[config.mk]
export PLATFORM = sky130hd
export DESIGN_NAME = receiver_top
export DESIGN_NICKNAME = d
export VERILOG_FILES = /design/src/rtl/uart_pkg.sv /design/src/rtl/receiver_fsm.sv /design/src/rtl/receiver_top.sv
export SDC_FILE = /design/constraint.sdc
export NUM_CORES = 1
export LEC_CHECK = 0
export ABC_AREA = 1
export CORE_UTILIZATION = 40
export CTS_CLUSTER_DIAMETER = 120
export CTS_CLUSTER_SIZE = 8
export DETAILED_ROUTE_END_ITERATION = 10
export PLACE_DENSITY = 0.62
export SLEW_MARGIN = 30
export SYNTH_ARGS = -nofsm -noshare
export SYNTH_HDL_FRONTEND = slang
export SYNTH_SLANG_ARGS = --single-unit
[constraint.sdc]
create_clock -name clk -period 2.08 [get_ports clk]
set_clock_uncertainty 0.05 [all_clocks]
set_input_delay 0.312 -clock clk [delete_from_list [all_inputs] [get_ports clk]]
set_output_delay 0.312 -clock clk [all_outputs]
set_load 0.02 [all_outputs]
[src/rtl/uart_pkg.sv]
// Shared UART definitions: parity encodings, config_reg field positions,
// receiver FSM state encoding and the default oversampling ratio.
package uart_pkg;

  localparam int OVERSAMPLE_DEF = 16;

  localparam logic [1:0] PAR_NONE = 2'b00;
  localparam logic [1:0] PAR_ODD  = 2'b01;
  localparam logic [1:0] PAR_EVEN = 2'b10;

  localparam int CFG_STOP = 2;
  localparam int CFG_BITS = 3;

  typedef enum logic [2:0] {
    ST_IDLE,
    ST_START,
    ST_DATA,
    ST_PARITY,
    ST_STOP
  } rx_state_e;

endpackage

[src/rtl/receiver_fsm.sv]
// UART receive deframer: rx synchronizer, tick/bit counters, shift register, parity/stop checks.
// Optional RX_MAJORITY_EN: 2-of-3 vote over samples at counts 6, 7, 8 instead of one sample at 7.
module receiver_fsm
  import uart_pkg::*;
#(
  parameter int OVERSAMPLE  = OVERSAMPLE_DEF,
  parameter int SYNC_STAGES = 2
) (
  input  logic       clk,
  input  logic       reset,
  input  logic       tick,
  input  logic       rx,
  input  logic [3:0] config_reg,
  output logic       frame_done_o,
  output logic [7:0] data_o,
  output logic       perr_o,
  output logic       ferr_o
);

  localparam int CW   = $clog2(OVERSAMPLE);
  localparam int SAMP = OVERSAMPLE / 2 - 1;
`ifdef RX_MAJORITY_EN
  localparam int DEC  = SAMP + 1;
`else
  localparam int DEC  = SAMP;
`endif

  logic [SYNC_STAGES-1:0] sync_q;
  logic                   rx_s;
  rx_state_e              state_q, state_d;
  logic [CW-1:0]          cnt_q, cnt_d;
  logic [2:0]             bit_q, bit_d;
  logic [7:0]             shift_q, shift_d;
  logic [3:0]             cfg_q, cfg_d;
  logic                   perr_q, perr_d;
  logic                   ferr_q, ferr_d;
  logic                   armed_q, armed_d;
  logic                   bit_val, mid, last_tick, has_par;
  logic [2:0]             nbits_m1, stop_last;
  logic [7:0]             data_w;

  always_ff @(posedge clk or negedge reset) begin
    if (!reset) sync_q <= '1;
    else        sync_q <= {sync_q[SYNC_STAGES-2:0], rx};
  end
  assign rx_s = sync_q[SYNC_STAGES-1];

`ifdef RX_MAJORITY_EN
  logic [1:0] samp_q;
  // Collects the count-6 and count-7 samples; the count-8 sample is the live rx_s.
  always_ff @(posedge clk or negedge reset) begin
    if (!reset) samp_q <= 2'b11;
    else if (tick && (cnt_q == CW'(SAMP - 1) || cnt_q == CW'(SAMP)))
      samp_q <= {samp_q[0], rx_s};
  end
  assign bit_val = (samp_q[1] & samp_q[0]) | (samp_q[1] & rx_s) | (samp_q[0] & rx_s);
`else
  assign bit_val = rx_s;
`endif

  assign mid       = (cnt_q == CW'(DEC));
  assign last_tick = (cnt_q == CW'(OVERSAMPLE - 1));
  assign has_par   = (cfg_q[1:0] == PAR_ODD) || (cfg_q[1:0] == PAR_EVEN);
  assign nbits_m1  = cfg_q[CFG_BITS] ? 3'd7 : 3'd6;
  assign stop_last = cfg_q[CFG_STOP] ? 3'd1 : 3'd0;
  // 7-bit frames end up in shift_q[7:1] because bits enter at the MSB.
  assign data_w    = cfg_q[CFG_BITS] ? shift_q : {1'b0, shift_q[7:1]};

  always_ff @(posedge clk or negedge reset) begin
    if (!reset) begin
      state_q <= ST_IDLE;
      cnt_q   <= '0;
      bit_q   <= '0;
      shift_q <= '0;
      cfg_q   <= '0;
      perr_q  <= 1'b0;
      ferr_q  <= 1'b0;
      armed_q <= 1'b0;
    end else begin
      state_q <= state_d;
      cnt_q   <= cnt_d;
      bit_q   <= bit_d;
      shift_q <= shift_d;
      cfg_q   <= cfg_d;
      perr_q  <= perr_d;
      ferr_q  <= ferr_d;
      armed_q <= armed_d;
    end
  end

  always_comb begin
    state_d      = state_q;
    cnt_d        = cnt_q;
    bit_d        = bit_q;
    shift_d      = shift_q;
    cfg_d        = cfg_q;
    perr_d       = perr_q;
    ferr_d       = ferr_q;
    armed_d      = armed_q;
    frame_done_o = 1'b0;
    if (tick) begin
      cnt_d = last_tick ? '0 : cnt_q + 1'b1;
      unique case (state_q)
        ST_IDLE: begin
          cnt_d = '0;
          // A start edge only counts once the line has been seen high after the last frame.
          if (rx_s) armed_d = 1'b1;
          else if (armed_q) state_d = ST_START;
        end
        ST_START: begin
          if (mid && bit_val) begin
            state_d = ST_IDLE;
            cnt_d   = '0;
          end else if (last_tick) begin
            state_d = ST_DATA;
            bit_d   = '0;
            shift_d = '0;
            cfg_d   = config_reg;
            perr_d  = 1'b0;
            ferr_d  = 1'b0;
          end
        end
        ST_DATA: begin
          if (mid) shift_d = {bit_val, shift_q[7:1]};
          if (last_tick) begin
            if (bit_q == nbits_m1) begin
              bit_d   = '0;
              state_d = has_par ? ST_PARITY : ST_STOP;
            end else begin
              bit_d = bit_q + 3'd1;
            end
          end
        end
        ST_PARITY: begin
          if (mid) perr_d = (cfg_q[1:0] == PAR_ODD) ? ~(^data_w ^ bit_val) : (^data_w ^ bit_val);
          if (last_tick) begin
            state_d = ST_STOP;
            bit_d   = '0;
          end
        end
        ST_STOP: begin
          if (mid) begin
            ferr_d = ferr_q | ~bit_val;
            if (bit_q == stop_last) begin
              frame_done_o = 1'b1;
              state_d      = ST_IDLE;
              cnt_d        = '0;
              armed_d      = 1'b0;
            end
          end else if (last_tick) begin
            bit_d = bit_q + 3'd1;
          end
        end
        default: state_d = ST_IDLE;
      endcase
    end
  end

  assign data_o = data_w;
  assign perr_o = perr_q;
  assign ferr_o = ferr_d;

endmodule

[src/rtl/receiver_top.sv]
// UART receiver top: deframer plus host-side data_out register and flag/overrun handshake.
// Build option RX_MAJORITY_EN (in receiver_fsm) selects 3-sample majority voting.
module receiver_top
  import uart_pkg::*;
#(
  parameter int OVERSAMPLE  = OVERSAMPLE_DEF,
  parameter int SYNC_STAGES = 2
) (
  input  logic       clk,
  input  logic       reset,
  input  logic       tick,
  input  logic       rx,
  input  logic [3:0] config_reg,
  input  logic       read_en,
  output logic [7:0] data_out,
  output logic       rx_flag,
  output logic       parity_err,
  output logic       frame_err,
  output logic       overrun_err
);

  logic       done;
  logic [7:0] fsm_data;
  logic       fsm_perr, fsm_ferr;
  logic [7:0] data_q, data_d;
  logic       flag_q, flag_d;
  logic       perr_q, perr_d;
  logic       ferr_q, ferr_d;
  logic       ovr_q, ovr_d;

  receiver_fsm #(
    .OVERSAMPLE (OVERSAMPLE),
    .SYNC_STAGES(SYNC_STAGES)
  ) u_fsm (
    .clk         (clk),
    .reset       (reset),
    .tick        (tick),
    .rx          (rx),
    .config_reg  (config_reg),
    .frame_done_o(done),
    .data_o      (fsm_data),
    .perr_o      (fsm_perr),
    .ferr_o      (fsm_ferr)
  );

  always_ff @(posedge clk or negedge reset) begin
    if (!reset) begin
      data_q <= '0;
      flag_q <= 1'b0;
      perr_q <= 1'b0;
      ferr_q <= 1'b0;
      ovr_q  <= 1'b0;
    end else begin
      data_q <= data_d;
      flag_q <= flag_d;
      perr_q <= perr_d;
      ferr_q <= ferr_d;
      ovr_q  <= ovr_d;
    end
  end

  always_comb begin
    data_d = data_q;
    flag_d = flag_q;
    perr_d = perr_q;
    ferr_d = ferr_q;
    ovr_d  = ovr_q;
    if (done) begin
      // A read in the completion cycle frees the buffer for the new frame.
      if (!flag_q || read_en) begin
        data_d = fsm_data;
        perr_d = fsm_perr;
        ferr_d = fsm_ferr;
        flag_d = 1'b1;
        if (read_en) ovr_d = 1'b0;
      end else begin
        ovr_d = 1'b1;
      end
    end else if (read_en && flag_q) begin
      flag_d = 1'b0;
      ovr_d  = 1'b0;
    end
  end

  assign data_out    = data_q;
  assign rx_flag     = flag_q;
  assign parity_err  = perr_q;
  assign frame_err   = ferr_q;
  assign overrun_err = ovr_q;

endmodule

==> run metrics, run 1 <==
first-pass GRT wire length=7380 um; CTS root buffer=clkbuf_8; Congestion Overflow GR=0; Setup Viol. Count Final=0; VDD IR max=515 uV; family with the most delay on the worst path=simple AND/OR/NAND/NOR gates; Max Cap Violations=0; Critical Path Max Stage Delay=390 ps; sequential area share after synthesis=46.0%; 1st-pass router iterations=4; Via Count=1741; nets=310; I/O pins=21; element type at the critical path end=flop; Crit path arrival time=1990 ps; Hold Crit Class=reg2reg; Post-synth EDFFs=0; CTS buffer count=5; Cell Pwr Density=870 mW/mm2; final hold slack=312 ps; clk slew on worst S/H paths=about 80 ps; FP Rows=26; initial antenna violation count=0; Initial Utilization=41.6%; final hold vios=0; Resized cells post-CTS=0; # port buffers=20; Netlist cell types=33; share of layout cells above drive strength 1=between 10 and 15%; global-route usage over all layers=17.8%; drt total wl=4190 um; die area=0.00561 mm2; RSZ-0062 raised after global routing=no; fin util=50.2%; Rel. slew slack=75.2%; Setup TNS Final=0 ps; Die Wd=74.9 um; Setup WS post-layout=242 ps; top_reg_cell synth=dfrtp_1; DR WL/cell=~11 um; run status=finished, final reports clean; Clock Path Buffers=2; Synth Instances=267; max-slew violations=0; core area=0.00511 mm2; Pleak=1.29 nW; crit-path cells=ha_1 -> nand2_2 -> nor2_4 -> nand3_2 -> nor3_4 -> nand2_4 -> nor2_8 -> inv_2 -> nand2_1 -> o21ai_2; DRC viols=0; nature of the critical path startpoint=flop; Finished Cell Area=0.00256 mm2; htree depth=2; critical path fanouts, max=14; dpl hpwl=around 3100 um; Buf/Inv on CP=1; Tightest Pin Transition=369 ps; fill count=521; clk_lat worst skew=about 300 ps; Sink Count=39; Period minus WS final=approximately 1800 ps; routed vias/inst=approximately 4.7; placed inst area=0.00244 mm2; remaining antenna violation count=0; Post-Syn Nets=279; final worst-path cycle share=roughly nine tenths; Synth async-reset ratio=100%; Yosys Warn Count=0; GP Congestion=0.807; average size of a mapped cell=approximately 8 um2; First DRT Iteration DRCs=89; die height=74.9 um; synthesized cell area=about 0.0021 mm2; required time worst endpoint=2230 ps; largest net degree at the start of global routing=40; area grow syn2layout=20.6%; DP Worst Slack=~59 ps; FMAX=0.544 GHz; crit path kind=reg2reg; CTS tree=yes; diodes inserted=0; number of global-route vias before repair=roughly 1700; Worst path slowest cell=dfrtp_1; Yosys reg bits=39
==> placed cells by master, fill, tap and decap left out, types with 2 or more instances in the layout <==
cell type        count
clkdlybuf4s50_1     19
xnor2_1              2
o21ai_0             20
nand4_1              2
o21ai_2              7
ha_1                 3
nor2_4               2
clkbuf_8             5
dfrtp_1             37
a21oi_1              8
buf_4                7
mux2_2               2
nand3_2              3
nand3_1             18
inv_2                2
inv_1               37
dfstp_2              2
nor2_2               2
nor2_1              16
nand2_1             86
nor3_1               2
==> report_power, final <==
part	switching [W]	internal, W	leakage, nW
clock network	0.000286	0.000357	0.0581
logic	0.000411	0.000236	0.731
registers	0.0000956	0.000845	0.500
==> per-layer routing <==
metal	share of wire (%)	GRT usage [%]
met1	48	21.9
met2	47	29.7
met3	3.2	4.02
met4	1.7	7.97
met5	0	0
==> logic make-up after synthesis <==
kind of cell / after synthesis / synth area share, %
flops: 39 / 46.0
mux: 2 / 1.06
xor+xnor: 3 / 1.24
simple gates: 136 / 29.3
fa+ha+maj: 3 / 1.77
compound gates: 40 / 11.9
buf+inv: 44 / 8.77
==> timing repair <==
action | 4_1_cts | 5_1_grt
hold endpoints to repair | 37 | 0
hold buffers | 1 | 0
setup endpoints to repair | 0 | 0
buffers inserted | 0 | 0
==> registers in the layout, summed over array words and instances (netlist names) <==
register,count
u_fsm.cnt_q,4
parity_err,1
u_fsm.state_q,3
u_fsm.ferr_q,1
u_fsm.perr_o,1
overrun_err,1
u_fsm.armed_q,1
u_fsm.shift_q,8
frame_err,1
u_fsm.cfg_q,4
u_fsm.sync_q,2
u_fsm.bit_q,3
rx_flag,1
data_out,8
==> path summary, 6_finish.rpt <==
kind	startpoint	end	slack [ps]	depth (start not counted)
worst max-delay path	u_fsm.cnt_q[0]$_DFFE_PN0P_	data_out[1]$_DFFE_PN0P_	240	10
worst min-delay path	u_fsm.sync_q[0]$_DFF_PN1_	u_fsm.sync_q[1]$_DFF_PN1_	310	0
worst max register to register	u_fsm.cnt_q[0]$_DFFE_PN0P_	data_out[1]$_DFFE_PN0P_	240	10
worst min register to register	u_fsm.sync_q[0]$_DFF_PN1_	u_fsm.sync_q[1]$_DFF_PN1_	310	0
max in group asynchronous	reset	u_fsm.sync_q[1]$_DFF_PN1_	1250	3
min in group asynchronous	reset	u_fsm.shift_q[4]$_DFFE_PN0P_	450	3
==> Yosys cell counts (2+ instances only) <==
| library cell | instances | area [um2] |
|---|---|---|
| a21oi_1 | 8 | 40.0 |
| buf_6 | 2 | 22.5 |
| ha_1 | 3 | 37.5 |
| nand3_1 | 18 | 90.1 |
| nand3_2 | 3 | 30.0 |
| nor2_1 | 16 | 60.1 |
| nor2_4 | 2 | 22.5 |
| o21ai_2 | 7 | 61.3 |
| inv_1 | 37 | 139 |
| dfrtp_1 | 37 | 926 |
| nand4_1 | 2 | 12.5 |
| xnor2_1 | 2 | 17.5 |
| nor2_2 | 2 | 12.5 |
| nor3_1 | 2 | 10.0 |
| mux2_2 | 2 | 22.5 |
| nand2_1 | 86 | 323 |
| inv_2 | 2 | 7.51 |
| o21ai_0 | 20 | 100 |
| dfstp_2 | 2 | 52.6 |
==> stage by stage <==
step                power (W)  std cells
floorplan             0.00144        267
finish                0.00223        369
detailed placement    0.00160        360
global route          0.00239        369
global placement      0.00160        360
CTS                   0.00226        369
==> layout make-up <==
type	count	area [um2]	area share (%)
Multi-Input combinational cell	184	961	37.5
Timing Repair Buffer	29	278	10.8
Sequential cell	39	978	38.2
Tap cell	70	87.6	3.42
Clock buffer	5	68.8	2.68
Inverter	39	146	5.71
Clock inverter	3	43.8	1.71
Note: power is estimated with default switching activity, not from simulation.
==> inputs of run 2 (changes only) <==
--- a/config.mk
+++ b/config.mk
@@ -6,6 +6,7 @@
 export NUM_CORES = 1
 export LEC_CHECK = 0
 export ABC_AREA = 1
+export CORE_MARGIN = 2
 export CORE_UTILIZATION = 40
 export CTS_CLUSTER_DIAMETER = 120
 export CTS_CLUSTER_SIZE = 8
==> run metrics, run 2 (synthesis results as in run 1) <==
run status=finished, final reports clean; drt total wl=4260 um (+1.6%); routed vias/inst=4.76 (+0.91%); routing usage on met3=3.88% (-0.13 points); r2r setup slk=250 ps (about the same); Tot Pwr=0.00209 W (-6.2%); first-pass GRT wire length=7760 um (+5.2%); # port buffers=20 (unchanged); initial antenna violation count=0 (unchanged); I/O pins=21 (unchanged); setup bufs post-CTS=0 (unchanged); RSZ-0062 raised after global routing=no; crit-path cells=ha_1 -> nand2_2 -> nor2_4 -> nand3_2 -> nor3_4 -> nand2_4 -> nor2_8 -> inv_2 -> nand2_1 -> o21ai_2; Sink Count=39 (unchanged); nature of the critical path startpoint=flop; VDD IR max=662 uV (+28%); Period minus WS final=1830 ps (-12.1 ps); nets=309 (-0.32%); CTS tree=yes; met1 GRT Util=20.2% (-1.8 points); DR WL/cell=11.6 um (+1.9%); Max Cap Violations=0 (unchanged); Tightest Pin Transition=473 ps (+104 ps); Crit path arrival time=1960 ps (-30 ps); Worst path slowest cell=dfrtp_1; Cells after DPL=359 (-0.28%); Initial Utilization=41.6% (unchanged); element type at the critical path end=flop; largest net degree at the start of global routing=21 (-48%); final hold vios=0 (unchanged); FMAX=0.548 GHz (+0.66%); Clock Path Buffers=2 (unchanged); dpl hpwl=3250 um (+3.6%); Setup Viol. Count Final=0 (unchanged); FP Rows=26 (unchanged); Reg2Reg Depth=10 (unchanged); diodes inserted=0 (unchanged); die height=76.9 um (+2.7%); commonest non-fill, non-tap cell in the layout=nand2_1; htree depth=2 (unchanged); hold_sp=u_fsm.sync_q[0]$_DFF_PN1_; CTS buffer count=5 (unchanged); final worst-path cycle share=87.8% (-0.58 points); Congestion Overflow GR=0 (unchanged); final hold slack=312 ps (-0.228 ps); reg2reg start=u_fsm.cnt_q[0]$_DFFE_PN0P_; Cell Pwr Density=828 mW/mm2 (-4.8%); remaining antenna violation count=0 (unchanged); worst flop-to-flop path endpoint=data_out[4]$_DFFE_PN0P_; Setup TNS Final=0 ps (unchanged); 1st-pass router iterations=4 (unchanged); Via Count=1752 (+0.63%); core area=0.00511 mm2 (unchanged); global-route usage over all layers=16.3% (-1.5 points); Pleak=1.27 nW (-1.2%); clk_lat worst skew=290 ps (about the same); clk slew on worst S/H paths=80 ps (about the same); met2 Use GR=27.7% (-2.0 points); crit path kind=reg2reg; Critical Path Max Stage Delay=400 ps (about the same); hold endpoint=u_fsm.sync_q[1]$_DFF_PN1_; DP Worst Slack=76.5 ps (+17.4 ps); Setup WS post-layout=254 ps (+12.1 ps); number of global-route vias before repair=1717 (+2.4%); GP Congestion=0.814 (+0.92%); DRC viols=0 (unchanged); die area=0.00591 mm2 (+5.4%); First DRT Iteration DRCs=139 (+56%); Hold Path Stages=0 (unchanged); commonest non-fill, non-tap cells in the layout=86 x nand2_1, 37 x inv_1, 37 x dfrtp_1, 20 x o21ai_0, 19 x clkdlybuf4s50_1; most used routing layer=met2; Rel. slew slack=68.5% (-6.7 points); required time worst endpoint=2220 ps (about the same); final std cells w/o fill=368 (-0.27%); critical path fanouts, max=14 (unchanged); Hold Crit Class=reg2reg; share of layout cells above drive strength 1=13.8% (-0.29 points); area grow syn2layout=18.9%; Die Wd=76.9 um (+2.7%); max-slew violations=0 (unchanged); CTS root buffer=clkbuf_8
==> run 2: cell types whose count changed in the layout (fill, tap and decap cells not counted), sizes merged <==
cell | previous run | this run
buf | 9 | 8
bufinv | 1 | 0
clkinv | 2 | 3
==> run 2: layout make-up <==
type	instances	area [um2]
Fill cell	517	2580
Sequential cell	39	978
Multi-Input combinational cell	184	961
Timing Repair Buffer	28	270
Inverter	39	146
Tap cell	70	87.6
Clock buffer	5	68.8
Clock inverter	3	15.0
==> run 2: metrics by stage <==
step                      util (%)  area, um2
after floorplan                  -       2130
after global placement        47.6       2430
after detailed placement      47.6       2430
after CTS                     49.5       2530
after global routing          49.5       2530
final                         49.5       2530
==> run 2: worst max path at each step <==
stage                                          start                      endpoint  slack [ps]  cells past startpoint
final                     u_fsm.cnt_q[0]$_DFFE_PN0P_       data_out[4]$_DFFE_PN0P_         250                     10
after global placement                          tick         frame_err$_DFFE_PN0P_          70                      7
after detailed placement                        tick         frame_err$_DFFE_PN0P_          80                      7
after CTS                 u_fsm.cnt_q[0]$_DFFE_PN0P_       data_out[4]$_DFFE_PN0P_         240                     10
after floorplan           u_fsm.cnt_q[0]$_DFFE_PN0P_       data_out[7]$_DFFE_PN0P_         410                     11
after global routing      u_fsm.cnt_q[0]$_DFFE_PN0P_  u_fsm.state_q[0]$_DFFE_PN0P_         100                     10
==> run 2: what timing repair did <==
item	4_1_cts	5_1_grt
resized for setup	0	0
hold buffers	1	0
hold endpoints to repair	18	0
setup endpoints to repair	0	0
==> run 2: worst max-delay path: cells and delay by family, from the launching register on <==
family                     cells  cell delay [ps]
AOI/OAI and AO/OA              1               50
DFF                            1              400
and+or+nand+nor                7              880
adders and majority gates      1              220
buffers and inverters          1              130
==> run 2: report_power, final <==
group	internal, W	switching (W)	leakage [nW]
registers	0.000845	0.0000944	0.500
clock network	0.000230	0.000272	0.0477
logic	0.000235	0.000417	0.726
==> run 2: layer usage <==
| layer | vias up | routed length [um] |
|---|---|---|
| met5 | - | 0 |
| met2 | 19 | 2040 |
| li1 | 903 | - |
| met3 | 6 | 107 |
| met4 | 0 | 41 |
| met1 | 824 | 2070 |
